--- src/rtl/video_timing_gen_if.sv ---
// Mode-change offer from the display controller to the raster timing generator.
// A new mode is handed over with a valid/ready handshake.
interface video_timing_gen_if #(
    parameter int CW = 11
);
    logic          cfg_valid;
    logic          cfg_ready;
    logic [CW-1:0] cfg_h_act;
    logic [CW-1:0] cfg_h_fp;
    logic [CW-1:0] cfg_h_sync;
    logic [CW-1:0] cfg_h_bp;
    logic [CW-1:0] cfg_v_act;
    logic [CW-1:0] cfg_v_fp;
    logic [CW-1:0] cfg_v_sync;
    logic [CW-1:0] cfg_v_bp;

    modport master (
        output cfg_valid, cfg_h_act, cfg_h_fp, cfg_h_sync, cfg_h_bp,
               cfg_v_act, cfg_v_fp, cfg_v_sync, cfg_v_bp,
        input  cfg_ready
    );

    modport slave (
        input  cfg_valid, cfg_h_act, cfg_h_fp, cfg_h_sync, cfg_h_bp,
               cfg_v_act, cfg_v_fp, cfg_v_sync, cfg_v_bp,
        output cfg_ready
    );
endinterface

--- src/rtl/video_timing_gen.sv ---
// Raster timing generator with a fetch stream leading the display stream by LOOKAHEAD cycles.
// Latency: fetch outputs 1 cycle after the counters, display outputs 1+LOOKAHEAD cycles after.
// Backpressure: none on the raster; cfg_ready stays low while a mode change waits for end of frame.
module video_timing_gen #(
    parameter int CW        = 11,
    parameter int LOOKAHEAD = 4,
    parameter bit HS_POL    = 1'b0,
    parameter bit VS_POL    = 1'b0,
    parameter int DEF_H_ACT = 640,
    parameter int DEF_H_FP  = 16,
    parameter int DEF_H_SYNC = 96,
    parameter int DEF_H_BP  = 48,
    parameter int DEF_V_ACT = 480,
    parameter int DEF_V_FP  = 10,
    parameter int DEF_V_SYNC = 2,
    parameter int DEF_V_BP  = 33
) (
    input  logic                clk_pixel,
    input  logic                rst_n,
    video_timing_gen_if.slave   cfg,
    output logic                fetch_valid,
    output logic [CW-1:0]       fetch_x,
    output logic [CW-1:0]       fetch_y,
    output logic                fetch_line_start,
    output logic                hsync,
    output logic                vsync,
    output logic                display_enable,
    output logic [CW-1:0]       pixel_x,
    output logic [CW-1:0]       pixel_y,
    output logic                frame_start,
    output logic                vblank_start
);

    // Per-axis segment boundaries: active end, sync start, sync end, last count.
    typedef struct packed {
        logic [CW-1:0] act;
        logic [CW-1:0] ss;
        logic [CW-1:0] se;
        logic [CW-1:0] tm1;
    } seg_t;

    typedef struct packed {
        logic          act;
        logic [CW-1:0] x;
        logic [CW-1:0] y;
        logic          hs;
        logic          vs;
        logic          fs;
        logic          vbs;
    } pix_t;

    function automatic seg_t mk_seg(input logic [CW-1:0] act, input logic [CW-1:0] fp,
                                    input logic [CW-1:0] sync, input logic [CW-1:0] bp);
        seg_t s;
        s.act = act;
        s.ss  = act + fp;
        s.se  = act + fp + sync;
        s.tm1 = act + fp + sync + bp - CW'(1);
        return s;
    endfunction

    localparam seg_t H_DEF = mk_seg(CW'(DEF_H_ACT), CW'(DEF_H_FP), CW'(DEF_H_SYNC), CW'(DEF_H_BP));
    localparam seg_t V_DEF = mk_seg(CW'(DEF_V_ACT), CW'(DEF_V_FP), CW'(DEF_V_SYNC), CW'(DEF_V_BP));

    seg_t          h_live, v_live, h_shad, v_shad;
    logic          pending;
    logic [CW-1:0] h_cnt, v_cnt;
    logic          h_wrap, v_wrap, eof;

    assign h_wrap        = (h_cnt == h_live.tm1);
    assign v_wrap        = (v_cnt == v_live.tm1);
    assign eof           = h_wrap && v_wrap;
    assign cfg.cfg_ready = ~pending;

    // Apply takes priority so an offer landing on end of frame waits a whole frame.
    always_ff @(posedge clk_pixel) begin
        if (!rst_n) begin
            h_live  <= H_DEF;
            v_live  <= V_DEF;
            h_shad  <= H_DEF;
            v_shad  <= V_DEF;
            pending <= 1'b0;
            h_cnt   <= '0;
            v_cnt   <= '0;
        end else begin
            h_cnt <= h_wrap ? '0 : h_cnt + CW'(1);
            if (h_wrap)
                v_cnt <= v_wrap ? '0 : v_cnt + CW'(1);
            if (pending && eof) begin
                h_live  <= h_shad;
                v_live  <= v_shad;
                pending <= 1'b0;
            end else if (cfg.cfg_valid && !pending) begin
                h_shad  <= mk_seg(cfg.cfg_h_act, cfg.cfg_h_fp, cfg.cfg_h_sync, cfg.cfg_h_bp);
                v_shad  <= mk_seg(cfg.cfg_v_act, cfg.cfg_v_fp, cfg.cfg_v_sync, cfg.cfg_v_bp);
                pending <= 1'b1;
            end
        end
    end

    pix_t nxt, fet, dsp;
    logic nxt_ls, fet_ls;

    always_comb begin
        nxt     = '0;
        nxt.act = (h_cnt < h_live.act) && (v_cnt < v_live.act);
        nxt.x   = nxt.act ? h_cnt : '0;
        nxt.y   = nxt.act ? v_cnt : '0;
        nxt.hs  = (h_cnt >= h_live.ss) && (h_cnt < h_live.se);
        nxt.vs  = (v_cnt >= v_live.ss) && (v_cnt < v_live.se);
        nxt.fs  = (h_cnt == '0) && (v_cnt == '0);
        nxt.vbs = (h_cnt == '0) && (v_cnt == v_live.act);
        nxt_ls  = nxt.act && (h_cnt == '0);
    end

    always_ff @(posedge clk_pixel) begin
        if (!rst_n) begin
            fet    <= '0;
            fet_ls <= 1'b0;
        end else begin
            fet    <= nxt;
            fet_ls <= nxt_ls;
        end
    end

    generate
        if (LOOKAHEAD == 0) begin : g_no_delay
            assign dsp = fet;
        end else begin : g_delay
            pix_t pipe [LOOKAHEAD];
            always_ff @(posedge clk_pixel) begin
                if (!rst_n) begin
                    for (int i = 0; i < LOOKAHEAD; i++)
                        pipe[i] <= '0;
                end else begin
                    pipe[0] <= fet;
                    for (int i = 1; i < LOOKAHEAD; i++)
                        pipe[i] <= pipe[i-1];
                end
            end
            assign dsp = pipe[LOOKAHEAD-1];
        end
    endgenerate

    assign fetch_valid      = fet.act;
    assign fetch_x          = fet.x;
    assign fetch_y          = fet.y;
    assign fetch_line_start = fet_ls;
    assign display_enable   = dsp.act;
    assign pixel_x          = dsp.x;
    assign pixel_y          = dsp.y;
    assign hsync            = dsp.hs ? HS_POL : ~HS_POL;
    assign vsync            = dsp.vs ? VS_POL : ~VS_POL;
    assign frame_start      = dsp.fs;
    assign vblank_start     = dsp.vbs;

endmodule

--- src/flat_wrapper.sv ---
// flat-port wrapper written by rule: the top's interface ports become plain ports
module video_timing_gen_flat 
#(
    parameter int CW        = 11,
    parameter int LOOKAHEAD = 4,
    parameter bit HS_POL    = 1'b0,
    parameter bit VS_POL    = 1'b0,
    parameter int DEF_H_ACT = 640,
    parameter int DEF_H_FP  = 16,
    parameter int DEF_H_SYNC = 96,
    parameter int DEF_H_BP  = 48,
    parameter int DEF_V_ACT = 480,
    parameter int DEF_V_FP  = 10,
    parameter int DEF_V_SYNC = 2,
    parameter int DEF_V_BP  = 33
)
  (clk_pixel, rst_n, fetch_valid, fetch_x, fetch_y, fetch_line_start, hsync, vsync, display_enable, pixel_x, pixel_y, frame_start, vblank_start, cfg_cfg_valid, cfg_cfg_h_act, cfg_cfg_h_fp, cfg_cfg_h_sync, cfg_cfg_h_bp, cfg_cfg_v_act, cfg_cfg_v_fp, cfg_cfg_v_sync, cfg_cfg_v_bp, cfg_cfg_ready);
  video_timing_gen_if #(.CW(CW)) cfg_i ();
  input  logic clk_pixel;
  input  logic rst_n;
  output logic fetch_valid;
  output logic [CW-1:0] fetch_x;
  output logic [CW-1:0] fetch_y;
  output logic fetch_line_start;
  output logic hsync;
  output logic vsync;
  output logic display_enable;
  output logic [CW-1:0] pixel_x;
  output logic [CW-1:0] pixel_y;
  output logic frame_start;
  output logic vblank_start;
  input wire logic [$bits(cfg_i.cfg_valid)-1:0] cfg_cfg_valid;
  input wire logic [$bits(cfg_i.cfg_h_act)-1:0] cfg_cfg_h_act;
  input wire logic [$bits(cfg_i.cfg_h_fp)-1:0] cfg_cfg_h_fp;
  input wire logic [$bits(cfg_i.cfg_h_sync)-1:0] cfg_cfg_h_sync;
  input wire logic [$bits(cfg_i.cfg_h_bp)-1:0] cfg_cfg_h_bp;
  input wire logic [$bits(cfg_i.cfg_v_act)-1:0] cfg_cfg_v_act;
  input wire logic [$bits(cfg_i.cfg_v_fp)-1:0] cfg_cfg_v_fp;
  input wire logic [$bits(cfg_i.cfg_v_sync)-1:0] cfg_cfg_v_sync;
  input wire logic [$bits(cfg_i.cfg_v_bp)-1:0] cfg_cfg_v_bp;
  output wire logic [$bits(cfg_i.cfg_ready)-1:0] cfg_cfg_ready;
  assign cfg_i.cfg_valid = cfg_cfg_valid;
  assign cfg_i.cfg_h_act = cfg_cfg_h_act;
  assign cfg_i.cfg_h_fp = cfg_cfg_h_fp;
  assign cfg_i.cfg_h_sync = cfg_cfg_h_sync;
  assign cfg_i.cfg_h_bp = cfg_cfg_h_bp;
  assign cfg_i.cfg_v_act = cfg_cfg_v_act;
  assign cfg_i.cfg_v_fp = cfg_cfg_v_fp;
  assign cfg_i.cfg_v_sync = cfg_cfg_v_sync;
  assign cfg_i.cfg_v_bp = cfg_cfg_v_bp;
  assign cfg_cfg_ready = cfg_i.cfg_ready;
  video_timing_gen #(.CW(CW), .LOOKAHEAD(LOOKAHEAD), .HS_POL(HS_POL), .VS_POL(VS_POL), .DEF_H_ACT(DEF_H_ACT), .DEF_H_FP(DEF_H_FP), .DEF_H_SYNC(DEF_H_SYNC), .DEF_H_BP(DEF_H_BP), .DEF_V_ACT(DEF_V_ACT), .DEF_V_FP(DEF_V_FP), .DEF_V_SYNC(DEF_V_SYNC), .DEF_V_BP(DEF_V_BP)) u_core (.clk_pixel(clk_pixel), .rst_n(rst_n), .cfg(cfg_i), .fetch_valid(fetch_valid), .fetch_x(fetch_x), .fetch_y(fetch_y), .fetch_line_start(fetch_line_start), .hsync(hsync), .vsync(vsync), .display_enable(display_enable), .pixel_x(pixel_x), .pixel_y(pixel_y), .frame_start(frame_start), .vblank_start(vblank_start));
endmodule
--- config.mk ---
export PLATFORM = sky130hd
export DESIGN_NAME = video_timing_gen_flat
export DESIGN_NICKNAME = d
export VERILOG_FILES = /design/src/rtl/video_timing_gen_if.sv /design/src/rtl/video_timing_gen.sv /design/src/flat_wrapper.sv
export SDC_FILE = /design/constraint.sdc
export NUM_CORES = 1
export LEC_CHECK = 0
export ABC_CLOCK_PERIOD_IN_PS = 5200
export CAP_MARGIN = 25
export CORE_MARGIN = 3
export CORE_UTILIZATION = 58
export CTS_CLUSTER_SIZE = 12
export DETAILED_ROUTE_END_ITERATION = 16
export GPL_ROUTABILITY_DRIVEN = 0
export GPL_TIMING_DRIVEN = 1
export PLACE_DENSITY_LB_ADDON = 0.25
export SYNTH_ARGS = -nofsm -noshare
export SYNTH_HDL_FRONTEND = slang
export SYNTH_SLANG_ARGS = --single-unit
--- constraint.sdc ---
create_clock -name clk_pixel -period 5.2 [get_ports clk_pixel]
set_input_delay 0.78 -clock clk_pixel [delete_from_list [all_inputs] [get_ports clk_pixel]]
set_output_delay 0.78 -clock clk_pixel [all_outputs]
set_load 0.01 [all_outputs]
==> summary.txt <==
GRT
  – Antenna violations before repair: 0
  – First-pass GRT wire length: 55,560 um
  – Vias in the first global route: 11,420
  – Gr ovfl total: 0
  – Gr usage total: 23.02%
  – Largest net degree at the start of global routing: 93

Critical path
  – CP Capture Type: register
  – Worst Reg-to-Reg Cells: 8
  – CP Launch Type: input pin
  – Worst-path maximum fanout: 3
  – Req. time, crit path: 5.56 ns
  – Internal reg-to-reg setup slack: 2.41 ns
  – Largest delay share family, worst path: simple AND/OR/NAND/NOR gates
  – FF-to-FF End: u_core.h_live[23]
  – Worst r2r src: u_core.h_cnt[5]
  – CP Launch Point: cfg_cfg_h_act[0]
  – Buf+Inv Stages, Crit Path: 3
  – Crit path cell chain: clkdlybuf4s50_1 > ha_1 > inv_1 > fa_1 > nand2b_1 > a21oi_2 > o21ai_0 > a21oi_1 > nor2_1 > ha_1 > or4_4 > nand2_2 > xor2_2 > ha_1 > inv_1 > ha_1 > nor2_2 > or4b_4 > a221oi_4 > xnor2_2 > xnor2_1 > a21oi_1
  – Crit path DAT: 5.32 ns
  – Cell mode on critical path: ha_1
  – Max stage delay cell, worst path: or4_4
  – CP Class: in2reg
  – CP max stage delay: 0.56 ns

Layout
  – Final-stage net count: about 2,200
  – Fill cell count: between 2,000 and 2,500
  – Finished Cell Area: approximately 19,000 um2
  – Area of the multi-input gates: between 7000 and 8000 um2
  – Fin util: 70.65%
  – Synth-to-Final Area Change: 18.86%
  – Diode count: 0
  – Share of layout cells above drive strength 1: roughly 8.3%
  – Reg area: 6706 um2

Clocking
  – Worst-case clock buffer depth: 3
  – Clock slew at reported path FFs: about 0.060 ns
  – CTS tree: done
  – Hold buffers post-CTS: 0
  – Clock Latency Late Sink: 0.51 ns
  – CTS H-tree lvls: 2
  – Clock sink count: 335
  – TritonCTS Buffers: 35
  – Root Driver: clkbuf_16

Status
  – Status: finished clean

STA
  – F_max: 0.2018 GHz
  – Slew Limit Fails: 0
  – WHS: ~0.43 ns
  – Finish-stage setup viols: 0
  – Crit path time final: 4.955 ns
  – Final setup margin: 0.2451 ns
  – Final Hold Fails: 0
  – Period utilisation layout: 95.29%
  – Layout Skew: 0.009636 ns
  – Max_slew headroom: 32.10%
  – Worst-margin pin slew: 1.015 ns

Place
  – DP Area: 17,450 um2
  – Setup WS pre-CTS: -0.3787 ns
  – Detailed Place HPWL: 24,450 um
  – Port buffer count: 142

Route
  – First-pass detailed-route iteration total: 5
  – Drt first-iter violations: 817
  – DR vias/cell: 5.338
  – Routed wire length: 34,110 um
  – DRC: 0
  – Antenna Nets Post-Route: 0
  – Wire per inst: 14.95 um
  – Routed vias: 12,180

Floorplan
  – Die area: 28,940 um2
  – Boundary Pins: 143
  – Initial cell density of the core: between 50 and 60%
  – Row count: 59
  – DIE HEIGHT: 170.1 um
  – Total core area: 26,280 um2
  – Die Span X: 170.1 um

Synth
  – Synth top area share: 42.93%
  – Ys async rst share: 0%
  – Cells after Synth: 1,791
  – Register bit total from synthesis: 335
  – Synth area leader: dfxtp_1
  – Synth unique cells: 61
  – Top FF cell, synth: dfxtp_1
  – Syn Area/Cell: 8.722 um2
  – Post-synth top cells: dfxtp_1 (335), nand2_1 (290), inv_1 (156)
  – Post-synthesis sequential area ratio: 42.93%
  – Synthesized area: 15,620 um2
  – Synthesized Nets: between 2,000 and 2,500
  – Main area contributors after synthesis: dfxtp_1 (43%), ha_1 (12%), nand2_1 (7.0%)
  – Post-synth EDFFs: 0
  – Most common cell in the netlist: dfxtp_1
  – Synthesis warning total: 0

Job
  – Max-cap violations: 0

Hold path
  – Worst Hold Class: reg2reg
  – Hold-critical path depth: 1
  – Min-Delay Endpoint: u_core.g_delay.pipe[2][2]
  – Hold path start: u_core.g_delay.pipe[1][2]

Pwr
  – Worst VDD drop: 233.6 uV
  – Power consumption: 6.942 mW
  – P_leak: 8.224 nW
  – Pwr Density: 373.8 nW/um2
[registers in the layout, summed over array words and instances (netlist names)]
signal	count
u_core.g_delay.pipe	108
u_core.h_live	44
u_core.h_shad	44
u_core.v_live	44
u_core.v_shad	44
u_core.fetch_x	11
u_core.fetch_y	11
u_core.h_cnt	11
u_core.v_cnt	11
u_core.fet	4
u_core.fetch_line_start	1
u_core.fetch_valid	1
u_core.pending	1
[final cells by class]
class / instances / area share [%]
repair buffers: 225 / 11.23
inverters: 156 / 3.154
flip-flops and latches: 335 / 36.12
well taps: 335 / 2.257
multi-input cells: 1179 / 41.89
clock inverters: 7 / 0.2695
clock buffers: 45 / 5.088
[power by group]
group	leakage [nW]	switching, mW	internal [mW]
Combinational	5.01	0.983	0.995
Clock	0.491	0.943	1.27
Sequential	2.72	0.0698	2.68
[through the flow]
| stage | setup TNS, ns | std cells |
|---|---|---|
| global route | -0.01457 | 2282 |
| floorplan | 0 | 1791 |
| finish | 0 | 2282 |
| CTS | 0 | 2280 |
| global placement | -0.4125 | 2227 |
| detailed placement | -1.067 | 2228 |
[layout by cell type (no fill, tap or decap), types with 10 or more instances in the layout]
cell type        count
and2_1             131
nor3_1              14
nand2_1            288
ha_1               145
clkdlybuf4s50_1    140
nand2b_1            13
o211ai_1            42
nor2b_1             15
nor2_1              67
inv_1              155
buf_4               82
clkbuf_16           36
dfxtp_1            335
o21ai_0             41
xor2_1              49
a21o_1              30
nand3_1             35
xnor2_1             32
and3_1              11
o21a_1              11
a211oi_1            10
a21oi_1            132
[cells by family (layout without fill, tap and decap cells)]
group                      count (synthesis)  in the layout  share of synthesized area (%)
DFF                                      335            335                          42.93
AOI/OAI and AO/OA                        319            319                          12.78
xor gates and xnor gates                  84             84                          4.710
buffers and inverters                    277            433                          7.954
and+or+nand+nor                          624            624                          19.16
adders and majority gates                152            152                          12.46
[how the worst max path moves through the flow]
stage	endpoint	depth (start not counted)
2_1_floorplan	u_core.h_shad[10]	21
3_3_place_gp	u_core.h_shad[10]	22
3_5_place_dp	u_core.h_shad[10]	22
4_1_cts	u_core.h_shad[10]	22
5_1_grt	u_core.h_shad[10]	22
6_report	u_core.h_shad[10]	22
[repair_timing]
action | in CTS | in global routing
buffers inserted | 0 | 1
gates resized for setup | 0 | 21
endpoints found under the setup margin | 0 | 3
[layer usage]
layer	wire length, um	global-route usage (%)	share of wire, %
met1	16570	33.73	49
met5	0	0	0
met2	15090	36.48	44
met3	1990	3.229	5.8
met4	459	4.797	1.3
No activity file was read; power rests on OpenSTA's default activity.
